[config.mk]
export PLATFORM = sky130hd
export DESIGN_NAME = btb_update_ctrl
export DESIGN_NICKNAME = d
export VERILOG_FILES = /design/src/rtl/btb_ctrl_pkg.sv /design/src/rtl/btb_upd_fifo.sv /design/src/rtl/btb_update_ctrl.sv
export SDC_FILE = /design/constraint.sdc
export NUM_CORES = 1
export LEC_CHECK = 0
export CAP_MARGIN = 20
export CORE_MARGIN = 8
export CORE_UTILIZATION = 45
export CTS_CLUSTER_SIZE = 16
export DETAILED_ROUTE_END_ITERATION = 6
export MAX_ROUTING_LAYER = met4
export PLACE_DENSITY_LB_ADDON = 0.12
export SETUP_SLACK_MARGIN = 0.2
export SLEW_MARGIN = 20
export SYNTH_ARGS = -nofsm -noshare
export SYNTH_HDL_FRONTEND = slang
export SYNTH_SLANG_ARGS = --single-unit
[constraint.sdc]
create_clock -name clk -period 21.2 [get_ports clk]
set_input_delay 4.24 -clock clk [delete_from_list [all_inputs] [get_ports clk]]
set_output_delay 4.24 -clock clk [all_outputs]
set_load 0.02 [all_outputs]
[src/rtl/btb_ctrl_pkg.sv]
`default_nettype none
// ============================================================================
//  Module   : btb_ctrl_pkg
//  Purpose  : Shared types and constants for the BTB update controller.
//             - state_t     : controller FSM states (RUN / FLUSH)
//             - btb_entry_t : one queued BTB training write {pc, target}
//                             at the default 32-bit address width
//             - PC_INC      : sequential fetch increment
//  Revision : 1.0  initial release
// ============================================================================
package btb_ctrl_pkg;

    typedef enum logic [0:0] {
        RUN   = 1'b0,
        FLUSH = 1'b1
    } state_t;

    localparam int unsigned XLEN_DEFAULT = 32;

    typedef struct packed {
        logic [XLEN_DEFAULT-1:0] pc;
        logic [XLEN_DEFAULT-1:0] target;
    } btb_entry_t;

    localparam int unsigned PC_INC = 4;

endpackage
`default_nettype wire

[src/rtl/btb_upd_fifo.sv]
`default_nettype none
// ============================================================================
//  Module   : btb_upd_fifo
//  Purpose  : DEPTH-entry circular FIFO of BTB training writes with a
//             CAM-style pc lookup. A hit lets the caller overwrite the
//             matching entry's target in place instead of pushing.
//  Ports    : clk, rst_n        clock / async active-low reset
//             push, pop         enqueue wr_entry / dequeue head
//             ovr               overwrite target of every matching entry
//             wr_entry          entry being enqueued / looked up
//             match             wr_entry.pc hits a live entry (the head is
//                               excluded while it is being popped)
//             full, empty,count occupancy status
//             head              entry at the head pointer
//  Revision : 1.0  initial release
// ============================================================================
module btb_upd_fifo
    import btb_ctrl_pkg::*;
#(
    parameter int unsigned DEPTH   = 4,
    parameter type         ENTRY_T = btb_entry_t
) (
    input  logic                       clk,
    input  logic                       rst_n,
    input  logic                       push,
    input  logic                       pop,
    input  logic                       ovr,
    input  ENTRY_T                     wr_entry,
    output logic                       match,
    output logic                       full,
    output logic                       empty,
    output logic [$clog2(DEPTH):0]     count,
    output ENTRY_T                     head
);

    localparam int unsigned PTR_W = $clog2(DEPTH);
    localparam int unsigned CNT_W = PTR_W + 1;

    ENTRY_T             r_mem [DEPTH];
    logic [PTR_W-1:0]   r_head;
    logic [PTR_W-1:0]   r_tail;
    logic [CNT_W-1:0]   r_count;
    logic [DEPTH-1:0]   w_hit;

    // An entry is live when its distance from the head is below the count.
    // The head is not a coalescing candidate in the cycle it leaves the queue.
    generate
        for (genvar gi = 0; gi < DEPTH; gi++) begin : g_cam
            logic [PTR_W-1:0] w_ofs;
            assign w_ofs     = PTR_W'(gi) - r_head;
            assign w_hit[gi] = ({1'b0, w_ofs} < r_count)
                             && !(pop && (w_ofs == '0))
                             && (r_mem[gi].pc == wr_entry.pc);
        end
    endgenerate

    assign match = |w_hit;
    assign full  = (r_count == CNT_W'(DEPTH));
    assign empty = (r_count == '0);
    assign count = r_count;
    assign head  = r_mem[r_head];

    always_ff @(posedge clk or negedge rst_n) begin
        if (!rst_n) begin
            r_head  <= '0;
            r_tail  <= '0;
            r_count <= '0;
        end else begin
            if (pop) begin
                r_head <= r_head + PTR_W'(1);
            end
            if (push) begin
                r_tail <= r_tail + PTR_W'(1);
            end
            case ({push, pop})
                2'b10:   r_count <= r_count + CNT_W'(1);
                2'b01:   r_count <= r_count - CNT_W'(1);
                default: ;
            endcase
        end
    end

    // Storage carries no reset: liveness is defined purely by the pointers.
    always_ff @(posedge clk) begin
        for (int i = 0; i < DEPTH; i++) begin
            if (ovr && w_hit[i]) begin
                r_mem[i].target <= wr_entry.target;
            end
        end
        if (push) begin
            r_mem[r_tail] <= wr_entry;
        end
    end

endmodule
`default_nettype wire

[src/rtl/btb_update_ctrl.sv]
`default_nettype none
// ============================================================================
//  Module   : btb_update_ctrl
//  Purpose  : Between EX branch resolution and the BTB update port.
//             Detects mispredicts, pulses a one-cycle fetch redirect,
//             ignores wrong-path resolutions for FLUSH_CYCLES cycles, and
//             queues taken-branch training writes in a coalescing FIFO that
//             drains one write per cycle while upd_block is low.
//  Ports    : clk, rst_n                        clock / async active-low reset
//             res_valid/pc/taken/target         EX resolution
//             res_pred_taken/res_pred_target    prediction carried down pipe
//             upd_block                         fetch owns the BTB port
//             redirect_valid/redirect_pc        redirect to fetch
//             flushing                          FSM is in FLUSH
//             update_en/pc/target               registered BTB write
//             q_count                           queue occupancy
//             drop_count                        saturating drop counter
//  Revision : 1.0  initial release
// ============================================================================
module btb_update_ctrl
    import btb_ctrl_pkg::*;
#(
    parameter int unsigned DEPTH        = 4,
    parameter int unsigned FLUSH_CYCLES = 2,
    parameter int unsigned XLEN         = 32
) (
    input  logic                    clk,
    input  logic                    rst_n,
    input  logic                    res_valid,
    input  logic [XLEN-1:0]         res_pc,
    input  logic                    res_taken,
    input  logic [XLEN-1:0]         res_target,
    input  logic                    res_pred_taken,
    input  logic [XLEN-1:0]         res_pred_target,
    input  logic                    upd_block,
    output logic                    redirect_valid,
    output logic [XLEN-1:0]         redirect_pc,
    output logic                    flushing,
    output logic                    update_en,
    output logic [XLEN-1:0]         update_pc,
    output logic [XLEN-1:0]         update_target,
    output logic [$clog2(DEPTH):0]  q_count,
    output logic [15:0]             drop_count
);

    localparam int unsigned FCNT_W = $clog2(FLUSH_CYCLES + 1);

    // Same layout as btb_entry_t, sized to this instance's address width.
    typedef struct packed {
        logic [XLEN-1:0] pc;
        logic [XLEN-1:0] target;
    } entry_t;

    state_t             r_state;
    state_t             w_state_nxt;
    logic [FCNT_W-1:0]  r_flush_cnt;
    logic [FCNT_W-1:0]  w_flush_cnt_nxt;

    logic               w_accept;
    logic               w_mis;
    logic               w_enq;
    logic               w_pop;
    logic               w_push;
    logic               w_ovr;
    logic               w_drop;
    logic               w_match;
    logic               w_full;
    logic               w_empty;
    entry_t             w_wr_entry;
    entry_t             w_head;

    logic               r_redirect_valid;
    logic [XLEN-1:0]    r_redirect_pc;
    logic               r_update_en;
    logic [XLEN-1:0]    r_update_pc;
    logic [XLEN-1:0]    r_update_target;
    logic [15:0]        r_drop_count;

    assign w_accept = res_valid && (r_state == RUN);
    assign w_mis    = (res_taken != res_pred_taken)
                    || (res_taken && res_pred_taken && (res_target != res_pred_target));

    // Only taken mispredicts train the BTB.
    assign w_enq    = w_accept && res_taken && w_mis;
    assign w_pop    = !w_empty && !upd_block;
    assign w_ovr    = w_enq && w_match;
    // A full queue still accepts when its head leaves in the same cycle.
    assign w_push   = w_enq && !w_match && (!w_full || w_pop);
    assign w_drop   = w_enq && !w_match && w_full && !w_pop;

    assign w_wr_entry = '{pc: res_pc, target: res_target};

    btb_upd_fifo #(
        .DEPTH   (DEPTH),
        .ENTRY_T (entry_t)
    ) u_fifo (
        .clk      (clk),
        .rst_n    (rst_n),
        .push     (w_push),
        .pop      (w_pop),
        .ovr      (w_ovr),
        .wr_entry (w_wr_entry),
        .match    (w_match),
        .full     (w_full),
        .empty    (w_empty),
        .count    (q_count),
        .head     (w_head)
    );

    // The redirect cycle is the first FLUSH cycle; leaving on count==1
    // gives exactly FLUSH_CYCLES cycles in FLUSH.
    always_comb begin
        w_state_nxt     = r_state;
        w_flush_cnt_nxt = r_flush_cnt;
        case (r_state)
            RUN: begin
                if (w_accept && w_mis) begin
                    w_state_nxt     = FLUSH;
                    w_flush_cnt_nxt = FCNT_W'(FLUSH_CYCLES);
                end
            end
            FLUSH: begin
                if (r_flush_cnt == FCNT_W'(1)) begin
                    w_state_nxt     = RUN;
                    w_flush_cnt_nxt = '0;
                end else begin
                    w_flush_cnt_nxt = r_flush_cnt - FCNT_W'(1);
                end
            end
            default: begin
                w_state_nxt     = RUN;
                w_flush_cnt_nxt = '0;
            end
        endcase
    end

    always_ff @(posedge clk or negedge rst_n) begin
        if (!rst_n) begin
            r_state     <= RUN;
            r_flush_cnt <= '0;
        end else begin
            r_state     <= w_state_nxt;
            r_flush_cnt <= w_flush_cnt_nxt;
        end
    end

    always_ff @(posedge clk or negedge rst_n) begin
        if (!rst_n) begin
            r_redirect_valid <= 1'b0;
            r_redirect_pc    <= '0;
            r_update_en      <= 1'b0;
            r_update_pc      <= '0;
            r_update_target  <= '0;
            r_drop_count     <= '0;
        end else begin
            r_redirect_valid <= w_accept && w_mis;
            if (w_accept && w_mis) begin
                r_redirect_pc <= res_taken ? res_target : (res_pc + XLEN'(PC_INC));
            end
            r_update_en <= w_pop;
            if (w_pop) begin
                r_update_pc     <= w_head.pc;
                r_update_target <= w_head.target;
            end
            if (w_drop && (r_drop_count != 16'hFFFF)) begin
                r_drop_count <= r_drop_count + 16'd1;
            end
        end
    end

    assign redirect_valid = r_redirect_valid;
    assign redirect_pc    = r_redirect_pc;
    assign flushing       = (r_state == FLUSH);
    assign update_en      = r_update_en;
    assign update_pc      = r_update_pc;
    assign update_target  = r_update_target;
    assign drop_count     = r_drop_count;

endmodule
`default_nettype wire
Yosys cells after proc, flatten, opt, wreduce, memory -nomap -nowiden:

Memories as Yosys holds them, arrays and structs flattened. A register that Yosys moved wholly into a read port is not among the register bits.
Index checks and enable logic that the tools add are counted.

* bits in registers: 60
* latch bits: 0
* bits in writable memories: 256
* bits in read-only memories: 0
* bits of input ports: 102
* output and inout bits: 118
* logic and storage cells: 108
* memories kept: 1

Memory list
* u_fifo.r_mem: depth 4, width 64, rd ports 5, clocked after Yosys merged registers in 1, write ports 4, line btb_upd_fifo.sv:39 `ENTRY_T r_mem [DEPTH];`

* add/subtract/negate cells: 11
* multiply operators: 0
* div/mod/pow operators: 0
* order comparisons: 4
* equal/unequal tests: 12
* shift-type cells: 0
* multiplexer cells: 21
* bitwise logic cells: 1
* reductions and logical operators: 49

Operators with widths (count)
* equality test 32 bit: 4
* 2-to-1 mux 64 bit: 1
* OR reduction 64 bit: 1
* adder 32 x 3 -> 32 bit, second input constant: 1
* 2-to-1 mux 32 bit: 1
* inequality test 32 bit: 1
* logical AND 1 bit: 29
* adder 16 x 1 -> 16 bit, second input constant: 1
* inequality test 16 bit, second input constant: 1
* less-than comparator 2 x 3 -> 1 bit: 4
* 2-to-1 mux 1 bit: 12
* logical NOT 1 bit: 10
* logical NOT 2 bit: 4
* 2-to-1 mux 2 bit: 4
* one-hot mux 3 bit (2 select lines): 1
* adder 2 x 1 -> 2 bit, second input constant: 2
* equality test 2 x 1 -> 1 bit, second input constant: 2
* one-hot mux 2 bit (2 select lines): 1
* OR reduction 4 bit: 1
* subtractor 1 x 2 -> 2 bit, first input constant: 2
* subtractor 2 bit, first input constant: 2
* adder 3 x 1 -> 3 bit, second input constant: 1
* equality test 3 bit, second input constant: 1
* logical NOT 3 bit: 1
* 9 further kinds: 10

Longest topological paths before layout:

* word-level depth: 15
* mapped depth: 16
* gate-level depth less buffers: 13

Modules after synthesis:

Synthesis repeated with hierarchy kept, for this count alone.

* cell total of the unflattened synthesis: 1079
* area, all modules: 17196.5 sq um

Modules (own cells, without submodules)
* btb_upd_fifo: instances 1, cells each 574, area an instance 11224.5 sq um, seq. area each 7862.5 sq um
* btb_update_ctrl: instances 1, cells each 505, area an instance 5972.0 sq um, seq. area each 2927.8 sq um

Least setup slack after synthesis:

Ideal clock, no wire load.

* path type: in2reg
* start point: input res_pc[3]
* end point: memory u_fifo.r_mem[0][0] (netlist bit), enable pin
* library setup time: 0.388 ns
* arrival time: 9.373 ns
* data required time: 20.812 ns
* path slack: 11.439 ns
* cell stages on the path: 9
* buffers on the path: 1
* path through: clkbuf_1 xor2_1 nor4_1 nand4_1 nor3_1 nor4_1 nand3_1 nor4_1 a21o_1

RTL lines
* from (decl): line btb_update_ctrl.sv:30 `input logic [XLEN-1:0] res_pc,`
* to (decl): line btb_upd_fifo.sv:39

==> results by group <==
Status
  – Outcome: finished, final reports clean

Die
  – Core area: 37500 um^2
  – Rows: between 70 and 80
  – Initial core utilization: between 40% and 50%
  – I/O Pins: 220
  – DIE AREA: about 44000 um^2
  – Die width: between 200 and 250 um
  – Die height: 211 um

Critical path
  – Worst Setup SP: upd_block
  – Required time worst endpoint: around 21 ns
  – R2r endpoint: u_fifo.r_mem[2][0]
  – R2r startpoint: u_fifo.count[2]
  – R2r setup slk: 15.95 ns
  – WS Path Type: in -> reg
  – R2R cell count: 11
  – Crit path max fanout: 72
  – Worst Setup Start Kind: primary input
  – Setup crit end kind: flip-flop
  – WP data arrival: 8.90 ns
  – Worst setup path endpoint: u_fifo.r_mem[2][0]

Timing
  – # setup viols final: 0
  – Fin crit period: just under 9 ns
  – TNS Setup: 0 ns
  – Peak Freq: between 0.1 and 0.15 GHz
  – Final Hold Viols: 0
  – Slew Viols, Final: 0
  – Final period util: between 40 and 50%
  – RSZ-0062 raised after global routing: false
  – Relative max-transition margin: 28.4%
  – Setup Skew: 0.0150 ns
  – Worst slew pin tran: around 1.1 ns

Place
  – Area post-placement: between 15000 and 20000 um^2
  – Placer Congestion: roughly 0.91
  – Port Buffers: roughly 220
  – Post-DP HPWL: about 33 mm

GRT
  – Initial antenna violation count: 1
  – Vias in the first global route: between 10000 and 15000
  – GR Util All Layers: between 20% and 30%
  – Pin count of the biggest net entering global routing: 73
  – First-pass GRT wire length: 70.2 mm
  – GR Overflow Total: 0

Flow run
  – Max-Cap Viols: 0

Synthesis
  – Area leader, netlist: edfxtp_1
  – Synth area leaders: edfxtp_1 (45%), dfrtp_1 (18%), mux4_2 (8.5%), xor2_1 (6.4%), nand2_1 (5.3%)
  – Post-synth EDFFs: 256
  – Ys flop type: edfxtp_1
  – Seq cells post-synth: 380
  – Synth async-reset ratio: between 30% and 40%
  – Cells after synthesis: approximately 1200
  – Mapped cell area: 17100 um^2
  – Post-synth top area share: approximately 45%
  – Synth cell types: 45
  – Yosys warnings: 0
  – Post-synthesis sequential area ratio: a little over three fifths
  – Average size of a mapped cell: between 10 and 15 um^2
  – Synth Net Count: between 1000 and 1500

CTS
  – CTS tree: done
  – Reg clk slew, reported paths: approximately 0.060 ns
  – Post_cts resized: 0
  – Post-CTS Setup Bufs: 0
  – Htree depth: 2
  – Clock Tree Buf Depth: 3
  – Worst-skew pair later-pin latency: 0.53 ns
  – CTS Hold Bufs: 0
  – CTS Buf Count: between 40 and 50
  – Clk sink count: 380
  – CTS root buffer: clkbuf_16

Routing
  – Initial DRC Count: ~800
  – WL/cell: ~24 um
  – Residual DRC count: 0
  – Vias: 10600
  – Vias per inst: ~5.4
  – DRT Pass-1 Iters: 5
  – Final ANT Viol Nets: 0
  – Routed WL: between 40 and 50 mm

Cells and area
  – Design area: between 20000 and 25000 um^2
  – Fillers: ~3200
  – Layout cells sized above 1: about 13%
  – Final #Nets: approximately 1500
  – Area grow syn2layout: 23.6%

Power
  – PwrDens: 123 nW/um^2
  – Leakage power: 7.84 nW
  – Peak VDD IR: 71.8 uV

Hold path
  – Type of the worst min-delay path: reg -> reg
[state kept, by name, indices dropped and copies added (netlist names)]
register,cells
drop_count,16
u_fifo.count,3
update_en,1
redirect_valid,1
redirect_pc,32
flushing,1
u_fifo.r_mem,256
u_fifo.r_tail,2
update_target,32
update_pc,32
u_fifo.r_head,2
r_flush_cnt,2
[through the flow]
step                      instances  power [mW]  util, %  hold WS (ns)  setup slack, ns
after floorplan                1229        1.50        -         0.453            11.44
after global placement         1894        1.87     52.4         0.459            11.95
after detailed placement       1894        1.88     52.4         0.461            11.84
after CTS                      1970        2.63     56.2         0.476            12.39
after global routing           1971        2.72     56.2         0.493            12.09
final                          1971        2.59     56.2         0.468            12.46
[worst min-delay path by stage]
stage	end	slack (ns)	cells past startpoint	from
6_report	update_target[11]	0.47	2	update_target[11]
5_1_grt	update_target[11]	0.49	2	update_target[11]
4_1_cts	update_target[18]	0.48	2	update_target[18]
3_5_place_dp	update_target[18]	0.46	2	update_target[18]
3_3_place_gp	update_target[8]	0.46	2	update_target[8]
2_1_floorplan	r_flush_cnt[0]	0.45	1	r_flush_cnt[0]
[worst max-delay path, stage by stage]
cell and delay [ns]:
clkdlybuf4s50_1 0.41, or2_2 0.29, buf_4 0.37, clkinv_4 0.58
a2111oi_0 0.21, and4_1 0.27, or4_1 0.42, nor3_1 0.52
and3_2 0.92, a21o_1 0.15, buf_4 0.43
[layout make-up]
| type | count | area [um^2] | share of cell area [%] |
|---|---|---|---|
| clock buffers | 57 | 1210 | 5.73 |
| well taps | 511 | 639 | 3.03 |
| repair buffers | 232 | 2290 | 10.8 |
| diodes | 1 | 2.50 | 0.0119 |
| clock inverters | 19 | 220 | 1.04 |
| inverters | 17 | 68.8 | 0.326 |
| multi-input cells | 754 | 5860 | 27.8 |
| flip-flops and latches | 380 | 10800 | 51.2 |
[power breakdown]
group,internal (mW),switching (mW),total [mW]
logic,0.390,0.434,0.824
registers,0.926,0.0948,1.02
clock network,0.459,0.289,0.749
[cells in the final DEF, fill, tap and decap left out, types with 5 or more instances in the layout]
cell type and n:
clkbuf_8 8, nand2_1 239, nor4_1 31, nand4_1 27, nor3_1 15, mux4_2 64, ha_1 12, edfxtp_1 256
bufinv_16 5, inv_1 16, mux2_2 32, clkbuf_16 43, nor2_1 23, xor2_1 125, clkbuf_1 6, nand3_1 16
and3_1 5, clkdlybuf4s50_1 217, buf_4 13, a21oi_1 10, xnor2_1 81, dfrtp_1 122, clkinv_1 5, clkinv_2 6
o21ai_0 31
[kinds of logic after synthesis]
family | synth area share [%]
xor+xnor | 10.7
fa+ha+maj | 0.998
simple gates | 10.0
mux | 10.8
flops | 63.3
buf+inv | 2.41
compound gates | 1.83
[per-layer routing]
layer | global-route usage, % | share of wire [%]
met3 | 3.72 | 6.2
met1 | 29.3 | 44
met5 | - | 0
met4 | 4.78 | 1.8
met2 | 34.5 | 48
[synth_stat cells (23+ instances only)]
| cell | number |
|---|---|
| buf_2 | 31 |
| o21ai_0 | 31 |
| xor2_1 | 125 |
| nand4_1 | 27 |
| edfxtp_1 | 256 |
| clkbuf_1 | 29 |
| nor4_1 | 33 |
| xnor2_1 | 81 |
| nand2_1 | 239 |
| nor2_1 | 23 |
| dfrtp_1 | 124 |
| mux4_2 | 64 |
| mux2_2 | 32 |
No activity file was read; power rests on OpenSTA's default activity.
